$ cat config.mk
export PLATFORM = sky130hd
export DESIGN_NAME = fetch_port
export DESIGN_NICKNAME = d
export VERILOG_FILES = /design/src/rtl/fetch_port.sv
export SDC_FILE = /design/constraint.sdc
export NUM_CORES = 1
export LEC_CHECK = 0
export ABC_AREA = 1
export BUFFER_PORTS_ARGS = -buffer_cell sky130_fd_sc_hd__buf_2
export CORE_ASPECT_RATIO = 0.9
export CORE_MARGIN = 5
export CORE_UTILIZATION = 30
export CTS_BUF_LIST = sky130_fd_sc_hd__clkbuf_16
export DETAILED_ROUTE_END_ITERATION = 7
export PLACE_DENSITY = 0.54
export SYNTH_ARGS = -nofsm -noshare
export SYNTH_HDL_FRONTEND = slang
export SYNTH_SLANG_ARGS = --single-unit
$ cat constraint.sdc
create_clock -name clk -period 1.8 [get_ports clk]
set_clock_uncertainty 0.2 [all_clocks]
set_input_delay 0.54 -clock clk [delete_from_list [all_inputs] [get_ports clk]]
set_output_delay 0.54 -clock clk [all_outputs]
set_load 0.1 [all_outputs]
$ cat src/rtl/fetch_port.sv
// Instruction-memory fetch port: turns prefetch fetch requests into single-outstanding
// imem bus requests, drops responses made stale by flushes, and flags stalled waits.
module fetch_port #(
  parameter int unsigned timeout_cycles = 255,
  parameter int unsigned timeout_width  = 8
) (
  input  logic        clk,
  input  logic        rst,
  input  logic        fetch_valid,
  input  logic [31:0] fetch_addr,
  input  logic        fetch_flush,
  output logic [31:0] fetch_rdata,
  output logic        fetch_ready,
  output logic        fetch_error,
  output logic        imem_valid,
  output logic        imem_instr,
  output logic [31:0] imem_addr,
  input  logic        imem_ready,
  input  logic [31:0] imem_rdata
);

  localparam logic [31:0]              NOP     = 32'h0000_0013;
  localparam logic [timeout_width-1:0] TO_VAL  = timeout_width'(timeout_cycles);
  localparam logic [timeout_width-1:0] CNT_MAX = '1;
  localparam bit                       TO_EN   = (timeout_cycles != 0);

  typedef enum logic [1:0] {
    IDLE,
    BUSY,
    KILL
  } state_e;

  state_e                   state_q, state_d;
  logic                     imem_valid_q, imem_valid_d;
  logic [31:0]              imem_addr_q, imem_addr_d;
  logic [31:0]              pend_addr_q, pend_addr_d;
  logic [timeout_width-1:0] wait_cnt_q, wait_cnt_d;
  logic                     fetch_error_q, fetch_error_d;
  logic [31:0]              tgt_addr;
  logic                     issue;
  logic                     unused_addr_bits;

  assign tgt_addr         = {fetch_addr[31:2], 2'b00};
  assign unused_addr_bits = ^fetch_addr[1:0];

  // A flush in the response cycle means the word belongs to the abandoned stream.
  assign fetch_ready = (state_q == BUSY) & imem_ready & ~fetch_flush;
  assign fetch_rdata = fetch_ready ? imem_rdata : NOP;
  assign fetch_error = fetch_error_q;
  assign imem_valid  = imem_valid_q;
  assign imem_addr   = imem_addr_q;
  assign imem_instr  = 1'b1;

  always_comb begin
    state_d      = state_q;
    imem_valid_d = imem_valid_q;
    imem_addr_d  = imem_addr_q;
    pend_addr_d  = pend_addr_q;
    issue        = 1'b0;
    case (state_q)
      IDLE: begin
        if (fetch_valid) begin
          issue        = 1'b1;
          imem_addr_d  = tgt_addr;
          imem_valid_d = 1'b1;
          state_d      = BUSY;
        end
      end
      BUSY: begin
        if (imem_ready) begin
          if (fetch_flush || fetch_valid) begin
            issue        = 1'b1;
            imem_addr_d  = tgt_addr;
            imem_valid_d = 1'b1;
          end else begin
            imem_valid_d = 1'b0;
            state_d      = IDLE;
          end
        end else if (fetch_flush) begin
          // Bus request must stay stable; remember where to go once it retires.
          pend_addr_d = tgt_addr;
          state_d     = KILL;
        end
      end
      KILL: begin
        if (fetch_flush) begin
          pend_addr_d = tgt_addr;
        end
        if (imem_ready) begin
          issue        = 1'b1;
          imem_addr_d  = fetch_flush ? tgt_addr : pend_addr_q;
          imem_valid_d = 1'b1;
          state_d      = BUSY;
        end
      end
      default: state_d = IDLE;
    endcase

    wait_cnt_d = wait_cnt_q;
    if (issue || imem_ready) begin
      wait_cnt_d = '0;
    end else if (state_q != IDLE && wait_cnt_q != CNT_MAX) begin
      wait_cnt_d = wait_cnt_q + 1'b1;
    end
    fetch_error_d = fetch_error_q | (TO_EN && (wait_cnt_d == TO_VAL));
  end

  always_ff @(posedge clk or negedge rst) begin
    if (!rst) begin
      state_q       <= IDLE;
      imem_valid_q  <= 1'b0;
      imem_addr_q   <= '0;
      pend_addr_q   <= '0;
      wait_cnt_q    <= '0;
      fetch_error_q <= 1'b0;
    end else begin
      state_q       <= state_d;
      imem_valid_q  <= imem_valid_d;
      imem_addr_q   <= imem_addr_d;
      pend_addr_q   <= pend_addr_d;
      wait_cnt_q    <= wait_cnt_d;
      fetch_error_q <= fetch_error_d;
    end
  end

endmodule

* After elaboration in Yosys (flattened, before gate mapping)
Index checks and enable logic that the tools add are counted.
** Storage, ports and cells
- Register bits after elaboration :: 76
- Bits of input ports :: 69
- Logic and storage cells :: 59
** Cells by class
- $add $sub $neg :: 1
- Equality and inequality tests :: 11
- Multiplexer cells :: 26
- Bitwise gates (word level) :: 4
- Reductions and logical operators :: 11
** Operators with widths (number)
- 32-bit 2-to-1 mux :: 7
- 32-bit case mux with 3 select lines :: 1
- 32-bit case mux with 2 select lines :: 1
- 8-bit 2-to-1 mux :: 2
- 2-bit 2-to-1 mux :: 5
- 8-bit by 1-bit adder with 8-bit output (second input constant) :: 1
- 8-bit == test (second input constant) :: 1
- 2-bit inequality test (second input constant) :: 4
- 8-bit inequality test (second input constant) :: 1
- 4-bit AND reduction :: 2
- 1-bit 2-to-1 mux :: 7
- 3-bit inequality test (second input constant) :: 2
- 1-bit case mux with 3 select lines :: 2
- 2-bit case mux with 3 select lines :: 1
- 5-bit AND reduction :: 1
- 2-bit nonzero test :: 2
- 3-bit nonzero test :: 1
- 1-bit AND :: 2
- 2-bit by 1-bit == test with 1-bit output (second input constant) :: 1
- 2-bit == test (second input constant) :: 1
- 2-bit logical NOT :: 1
- 1-bit logical OR :: 2
- 2-bit by 1-bit inequality test with 1-bit output (second input constant) :: 1
- 2-bit AND reduction :: 1
- 3 further kinds :: 3

* Depth between registers and ports, before layout
Gate-level depths: netlist (run 1).
- Depth after elaboration :: 8
- Mapped depth :: 12
- Gate-level depth less buffers :: 12

* Worst setup path before layout (run 1)
No wires, ideal clock.
- Path kind :: input-to-output
- Start :: in imem_ready
- End :: out fetch_rdata[11]
- Arrival time :: 3.659 ns
- Setup slack :: -2.599 ns
- Cell stages on the path :: 5
- Cell sequence :: nand2_1 nor2_1 inv_1 clkbuf_1 nor2_1
** On the way
- Cells in the longest elaborated chain, start to end :: 3
** Ends and longest elaborated chain
- start: declaration :: RTL line 18 : input logic imem_ready,
- 1-bit AND (2 in a row) :: RTL line 47 : assign fetch_ready = (state_q == BUSY) & imem_ready & ~fetch_flush;
- via fetch_ready :: RTL line 13 : output logic fetch_ready,
- 32-bit 2-to-1 mux :: RTL line 48 : assign fetch_rdata = fetch_ready ? imem_rdata : NOP;
- end: declaration :: RTL line 12 : output logic [31:0] fetch_rdata,
The timed path passes the listed nets, and every way through them passes these cells.

* Final worst setup path (run 1)
- Start :: reg state_q[1]
- End :: out fetch_rdata[0]
** On the way
- Cells in the longest elaborated chain, start to end :: 4
** Ends and longest elaborated chain
- start: declaration :: RTL line 33 : state_e state_q, state_d;
- start signal: assignment :: RTL line 117 : state_q <= state_d;
- 2-bit by 1-bit == test with 1-bit output :: RTL line 47
- 1-bit AND (2 in a row) :: RTL line 47
- 32-bit 2-to-1 mux :: RTL line 48
Every way passes these cells.

==> parameters.txt, run 1 <==
Parameter                              Value

Placement
  Global placement routability congestion    0.8339
  Post-placement cell count    between 700 and 800
  Pre-CTS setup slack    -0.3773 ns
  Detail Placement HPWL    roughly 8.3 mm
  Number of buffers inserted by port buffering    around 130

Logic synthesis
  Summed instance area of the synthesized netlist    approximately 0.0037 mm2
  Count of distinct cell types in the synthesized netlist    32
  Number of warnings printed during yosys synthesis    0
  Yosys reg bits    between 70 and 80
  Nets in the synthesized netlist    approximately 560
  Sequential cell area fraction in the yosys report    0.5073
  Post-Synthesis Cells    roughly 500
  Synth Area per Inst    slightly below 8 um2

Global routing
  Gr ovfl total    0
  Global-route wire length before repair    16.99 mm
  Maximum number of pins on one net before global-route repair    42
  Met1 Track Usage GR    0.1768
  Met3 track demand over resource in global routing    0.03917
  Routing layer with the top usage in global route    met2
  Vias in the first global route    3560
  Overall Global Routing Usage    0.1421
  Met2 track demand over resource    0.2404
  Initial antenna violation count    0

Layout
  Filler cells    approximately 1100
  Area growth, synth to finish    76.20%
  Share of layout cells above drive strength 1    0.4094
  Most common cell after layout, fill and taps aside    sky130_fd_sc_hd__nand2_1
  Antenna Cells    0
  Net total in the final layout    about 720
  Final instance count without filler cells    just over 800
  Commonest cells after routing, fill and taps aside    122 x sky130_fd_sc_hd__nand2_1, 77 x sky130_fd_sc_hd__buf_12, 76 x sky130_fd_sc_hd__dfrtp_1

Critical path
  CP max-delay cell    sky130_fd_sc_hd__dfrtp_1
  Count of buffering cells on the critical path with inverters included    2
  Startpoint type of the worst setup path    flip-flop
  Largest delay share family, worst path    simple AND/OR/NAND/NOR gates
  Critical Path, Cell by Cell    nor2_4 -> nand2_2 -> nor2_4 -> inv_4 -> or2_2 -> buf_12
  Highest fanout seen on the critical path    7
  Data required, critical path    about 1.1 ns
  Start-to-end type of the worst setup path    reg2out
  Crit path top cell by count    sky130_fd_sc_hd__nor2_4
  Arrival time reported for the critical path endpoint    roughly 1.6 ns
  Crit-path max cell delay    0.42 ns
  Crit end category    primary output

Die
  Area of the die    approximately 0.015 mm2
  Io pins    ~140
  Width of the die    around 130 um
  Overall die height    116.0 um
  Starting density of the core    0.3080
  Number of core rows    38
  Placeable core area    around 0.012 mm2

Clock network
  Number of clock sinks    76
  Buffers from clock root to sink, at most    2
  Clock transition at the registers of the reported paths    0.06 ns
  CTS Root Buffer Type    sky130_fd_sc_hd__clkbuf_16
  Source-to-sink clock delay at the later pin of the worst-skew pair    around 0.33 ns
  CTS tree    built
  Number of clock buffers inserted by TritonCTS    9
  Clock H-tree levels    3

Route
  Number of DRC violations after detailed-routing iteration 0    172
  Final routed DRC violation total    0
  Drt total wl    about 11 mm
  Final ANT Viol Nets    0
  Count of vias placed by the detailed router    roughly 3700
  Wire per inst    between 10 and 15 um
  Detailed-routing iteration count for the pre-antenna-repair pass    4
  Per-cell via count in the routed design    between 4 and 5

Timing
  Total setup violations reported at the end of the flow    33
  Clock period minus worst slack    around 2.3 ns
  Final-layout worst hold slack    around 0.23 ns
  Final number of hold-violating endpoints    0
  Unrepaired setup endpoints after global routing    yes
  Fin. max-slew vios    0
  FMAX    427.3 MHz
  Final period utilization    1.300
  Setup slack after layout    -0.5405 ns

Run status
  Violations in the final reports    negative setup slack
  Status    finished, violations left

Power and ir drop
  Static leakage power    roughly 3.3 nW
  Ratio of total power to cell area    about 1900 mW/mm2
  Max VDD drop    0.001350 V
  Total power    ~13 mW

Run
  Number of max-cap violations    0

Hold path
  Type of the worst min-delay path    in2reg
-- worst reg2reg max path, delay by kind of cell, from the launching register on --
family / cells / cell delay [ns]
DFF: 1 / 0.35
buffers and inverters: 3 / 0.31
adders and majority gates: 1 / 0.22
and+or+nand+nor: 6 / 0.60
-- layout make-up --
| cell class | count | area [um2] | area share |
|---|---|---|---|
| Multi-Input combinational cell | 310 | 1752 | 0.2652 |
| Clock inverter | 5 | 46.29 | 0.007009 |
| Clock buffer | 9 | 225.2 | 0.03410 |
| Timing Repair Buffer | 179 | 2180 | 0.3300 |
| Tap cell | 160 | 200.2 | 0.03031 |
| Inverter | 78 | 300.3 | 0.04546 |
| Sequential cell | 76 | 1902 | 0.2879 |
-- report_power, final --
part / switching, mW / total, mW / internal [mW]
combinational: 5.04 / 7.91 / 2.88
sequential: 0.590 / 3.03 / 2.44
clock: 0.648 / 1.69 / 1.04
-- cell families after synthesis --
| family | count (synthesis) | synth area share |
|---|---|---|
| AND/OR/NAND/NOR | 208 | 0.2253 |
| other | 1 | 0.001000 |
| AO/OA/AOI/OAI | 99 | 0.1472 |
| flip-flops | 76 | 0.5073 |
| adder cells (fa/ha/maj) | 1 | 0.003337 |
| buffers and inverters | 101 | 0.1135 |
| XOR/XNOR | 1 | 0.002337 |
-- stage by stage --
stage	TNS [ns]	utilization	instance area (um2)
global route	-21.12	0.5427	6605
finish	-16.92	0.5427	6605
floorplan	-28.24	-	4045
detailed placement	-15.62	0.5031	6123
CTS	-17.67	0.5302	6454
global placement	-11.77	0.5031	6123
-- flip-flops by register name (all words and copies together) (netlist names) --
signal / cells
imem_addr: 32
fetch_error: 1
imem_valid: 1
state_q: 2
wait_cnt_q: 8
pend_addr_q: 32
-- what timing repair did --
action                     4_1_cts  5_1_grt
resized for setup               12       32
hold endpoints to repair         6        0
pin swaps                        5       12
setup endpoints to repair       37       65
buffers inserted                 3        5
gates cloned                     0        1
hold buffers                     1        0
-- routing by layer --
layer,wire length [um],vias up,share of wire
met5,0,-,0
met4,250,0,0.023
met3,460,23,0.042
met2,5717,81,0.52
met1,4556,1722,0.41
li1,-,1830,-
-- path summary, 6_finish.rpt --
kind                            startpoint         endpoint  slack (ns)  depth (start not counted)
max in group asynchronous              rst    wait_cnt_q[2]        0.57                          3
max                             state_q[1]   fetch_rdata[0]       -0.54                          6
min in group asynchronous              rst     imem_addr[6]        0.38                          2
max reg2reg                  wait_cnt_q[1]    wait_cnt_q[1]        0.04                         10
min                          fetch_addr[3]   pend_addr_q[3]        0.23                          3
min reg2reg                pend_addr_q[17]  pend_addr_q[17]        0.28                          2
-- cell usage after synthesis, drive strengths merged --
| library cell | n | share of area |
|---|---|---|
| a211oi | 1 | 0.0020 |
| a21oi | 6 | 0.0090 |
| a31oi | 4 | 0.0067 |
| and2 | 1 | 0.0017 |
| and3 | 1 | 0.0017 |
| buf | 12 | 0.024 |
| clkbuf | 11 | 0.011 |
| conb | 1 | 0.0010 |
| dfrtp | 76 | 0.51 |
| ha | 1 | 0.0033 |
| inv | 78 | 0.078 |
| nand2 | 132 | 0.13 |
| nand3 | 12 | 0.019 |
| nand4 | 2 | 0.0033 |
| nor2 | 55 | 0.056 |
| nor3 | 1 | 0.0013 |
| o21ai | 85 | 0.12 |
| o21bai | 1 | 0.0020 |
| o31ai | 2 | 0.0040 |
| or2 | 4 | 0.0073 |
| xnor2 | 1 | 0.0023 |
(Power assumes the default switching activity.)
==> inputs of run 2 (changes only) <==
--- a/config.mk
+++ b/config.mk
@@ -7,12 +7,14 @@
 export LEC_CHECK = 0
 export ABC_AREA = 1
 export BUFFER_PORTS_ARGS = -buffer_cell sky130_fd_sc_hd__buf_2
+export CELL_PAD_IN_SITES_DETAIL_PLACEMENT = 0
+export CELL_PAD_IN_SITES_GLOBAL_PLACEMENT = 1
 export CORE_ASPECT_RATIO = 0.9
 export CORE_MARGIN = 5
 export CORE_UTILIZATION = 30
 export CTS_BUF_LIST = sky130_fd_sc_hd__clkbuf_16
 export DETAILED_ROUTE_END_ITERATION = 7
-export PLACE_DENSITY = 0.54
+export PLACE_DENSITY = 0.72
 export SYNTH_ARGS = -nofsm -noshare
 export SYNTH_HDL_FRONTEND = slang
 export SYNTH_SLANG_ARGS = --single-unit
==> parameters.txt, run 2 (synthesized netlist as in run 1, its figures left out) <==
Parameter                              Value

Clock network
  Number of clock sinks    between 70 and 80
  Clock transition at the registers of the reported paths    about 0.060 ns
  Buffers from clock root to sink, at most    2
  Number of clock buffers inserted by TritonCTS    9
  CTS Root Buffer Type    sky130_fd_sc_hd__clkbuf_16
  Hold-fix buffer count after cts    0
  Source-to-sink clock delay at the later pin of the worst-skew pair    around 0.33 ns
  CTS tree    built
  Clock H-tree levels    3

Layout
  Multi-input gate area    0.001740 mm2
  Area of all sequential standard cells    0.001902 mm2
  Commonest cells after routing, fill and taps aside    121 x sky130_fd_sc_hd__nand2_1, 77 x sky130_fd_sc_hd__buf_12, 76 x sky130_fd_sc_hd__dfrtp_1
  Total non-filler cell area in the finished layout    around 0.0067 mm2
  Filler cells    ~1100
  Antenna Cells    0
  Post-Route Utilization    0.5491
  Area growth, synth to finish    78.30%
  Share of layout cells above drive strength 1    0.4115
  Net total in the final layout    between 700 and 800
  Most common cell after layout, fill and taps aside    sky130_fd_sc_hd__nand2_1

Die
  Number of core rows    38
  Area of the die    roughly 0.015 mm2
  Io pins    between 100 and 150
  Overall die height    116.0 um
  Starting density of the core    0.3080
  Placeable core area    approximately 0.012 mm2
  Width of the die    around 130 um

Timing
  FMAX    between 400 and 500 MHz
  Final period utilization    1.297
  Final TNS setup    -17.00 ns
  Clock period minus worst slack    2.335 ns
  Final number of hold-violating endpoints    0
  Setup slack after layout    -0.5351 ns
  Total setup violations reported at the end of the flow    33
  Unrepaired setup endpoints after global routing    yes
  Fin. max-slew vios    0

Power and ir drop
  Max VDD drop    between 0.0015 and 0.002 V
  Static leakage power    about 3.3 nW
  Ratio of total power to cell area    approximately 2000 mW/mm2

Critical path
  Arrival time reported for the critical path endpoint    roughly 1.6 ns
  Crit end category    primary output
  Startpoint type of the worst setup path    flip-flop
  Highest fanout seen on the critical path    11
  Start-to-end type of the worst setup path    reg2out
  Data required, critical path    between 1 and 1.5 ns

Placement
  Detail Placement HPWL    around 8 mm
  Number of buffers inserted by port buffering    133
  Placement-stage cell area    a little over 0.006 mm2
  Global placement routability congestion    slightly below 0.9

Global routing
  Vias in the first global route    between 3000 and 4000
  Gr ovfl total    0
  Maximum number of pins on one net before global-route repair    77
  Global-route wire length before repair    17.39 mm
  Initial antenna violation count    0
  Overall Global Routing Usage    0.1441

Run status
  Violations in the final reports    negative setup slack
  Status    finished, violations left

Route
  Detailed-routing iteration count for the pre-antenna-repair pass    4
  Drt total wl    about 11 mm
  Count of vias placed by the detailed router    3681
  Final routed DRC violation total    0
  Number of DRC violations after detailed-routing iteration 0    around 130
  Per-cell via count in the routed design    about 4.5
  Wire per inst    approximately 13 um
  Final ANT Viol Nets    0

Run
  Number of max-cap violations    0

Hold path
  Type of the worst min-delay path    in2async
-- run 2: per-stage QoR --
stage / hold WS (ns) / cells / power (mW) / setup WS [ns]
floorplan: 0.04441 / 487 / 7.718 / -0.9167
global placement: 0.2605 / 792 / 10.48 / -0.4133
detailed placement: 0.2680 / 792 / 10.60 / -0.4278
CTS: 0.04579 / 815 / 12.77 / -0.5595
global route: 0.06376 / 821 / 13.79 / -0.6306
finish: 0.02638 / 821 / 13.11 / -0.5351
-- run 2: layer usage --
layer  vias to the layer above  global-route usage  part of all wire
met3                        17             0.03226             0.069
met1                      1691              0.1956              0.45
met2                       135              0.2258              0.46
met5                         -                   0                 0
li1                       1838                   -                 -
met4                         0             0.05516             0.017
-- run 2: critical path: stages, from the launching register on --
cell and delay [ns]:
sky130_fd_sc_hd__dfrtp_1 0.35, sky130_fd_sc_hd__inv_2 0.05, sky130_fd_sc_hd__nor2_4 0.11, sky130_fd_sc_hd__nand2_2 0.07, sky130_fd_sc_hd__nor2_4 0.15, sky130_fd_sc_hd__inv_8 0.08
sky130_fd_sc_hd__buf_12 0.16, sky130_fd_sc_hd__nor2_4 0.10, sky130_fd_sc_hd__buf_12 0.18
-- run 2: path summary, 6_finish.rpt --
path                                  from               to  slack, ns  depth (start not counted)
max                             state_q[0]  fetch_rdata[29]      -0.54                          8
min                                    rst  pend_addr_q[28]       0.03                          2
max reg2reg                  wait_cnt_q[0]      fetch_error       0.03                         11
min reg2reg                pend_addr_q[27]  pend_addr_q[27]       0.28                          2
max in group asynchronous              rst    imem_addr[18]       1.06                          2
min in group clk             fetch_addr[3]   pend_addr_q[3]       0.22                          3
-- run 2: area by class of cell --
type	instances	share of cell area
clock inverters	7	0.01591
repair buffers	181	0.3295
clock buffers	9	0.03370
inverters	78	0.04605
well taps	160	0.02995
multi-input cells	310	0.2604
flip-flops and latches	76	0.2845
-- run 2: timing repair --
action / CTS / global route
cloned: 0 / 3
setup endpoints to repair: 35 / 71
pin swaps: 3 / 8
buffers inserted: 7 / 3
gates resized for setup: 9 / 38
-- run 2: power by group --
part,internal [mW],total (mW),switching (mW)
clock network,1.34,2.02,0.680
logic,2.99,8.06,5.07
registers,2.44,3.03,0.593
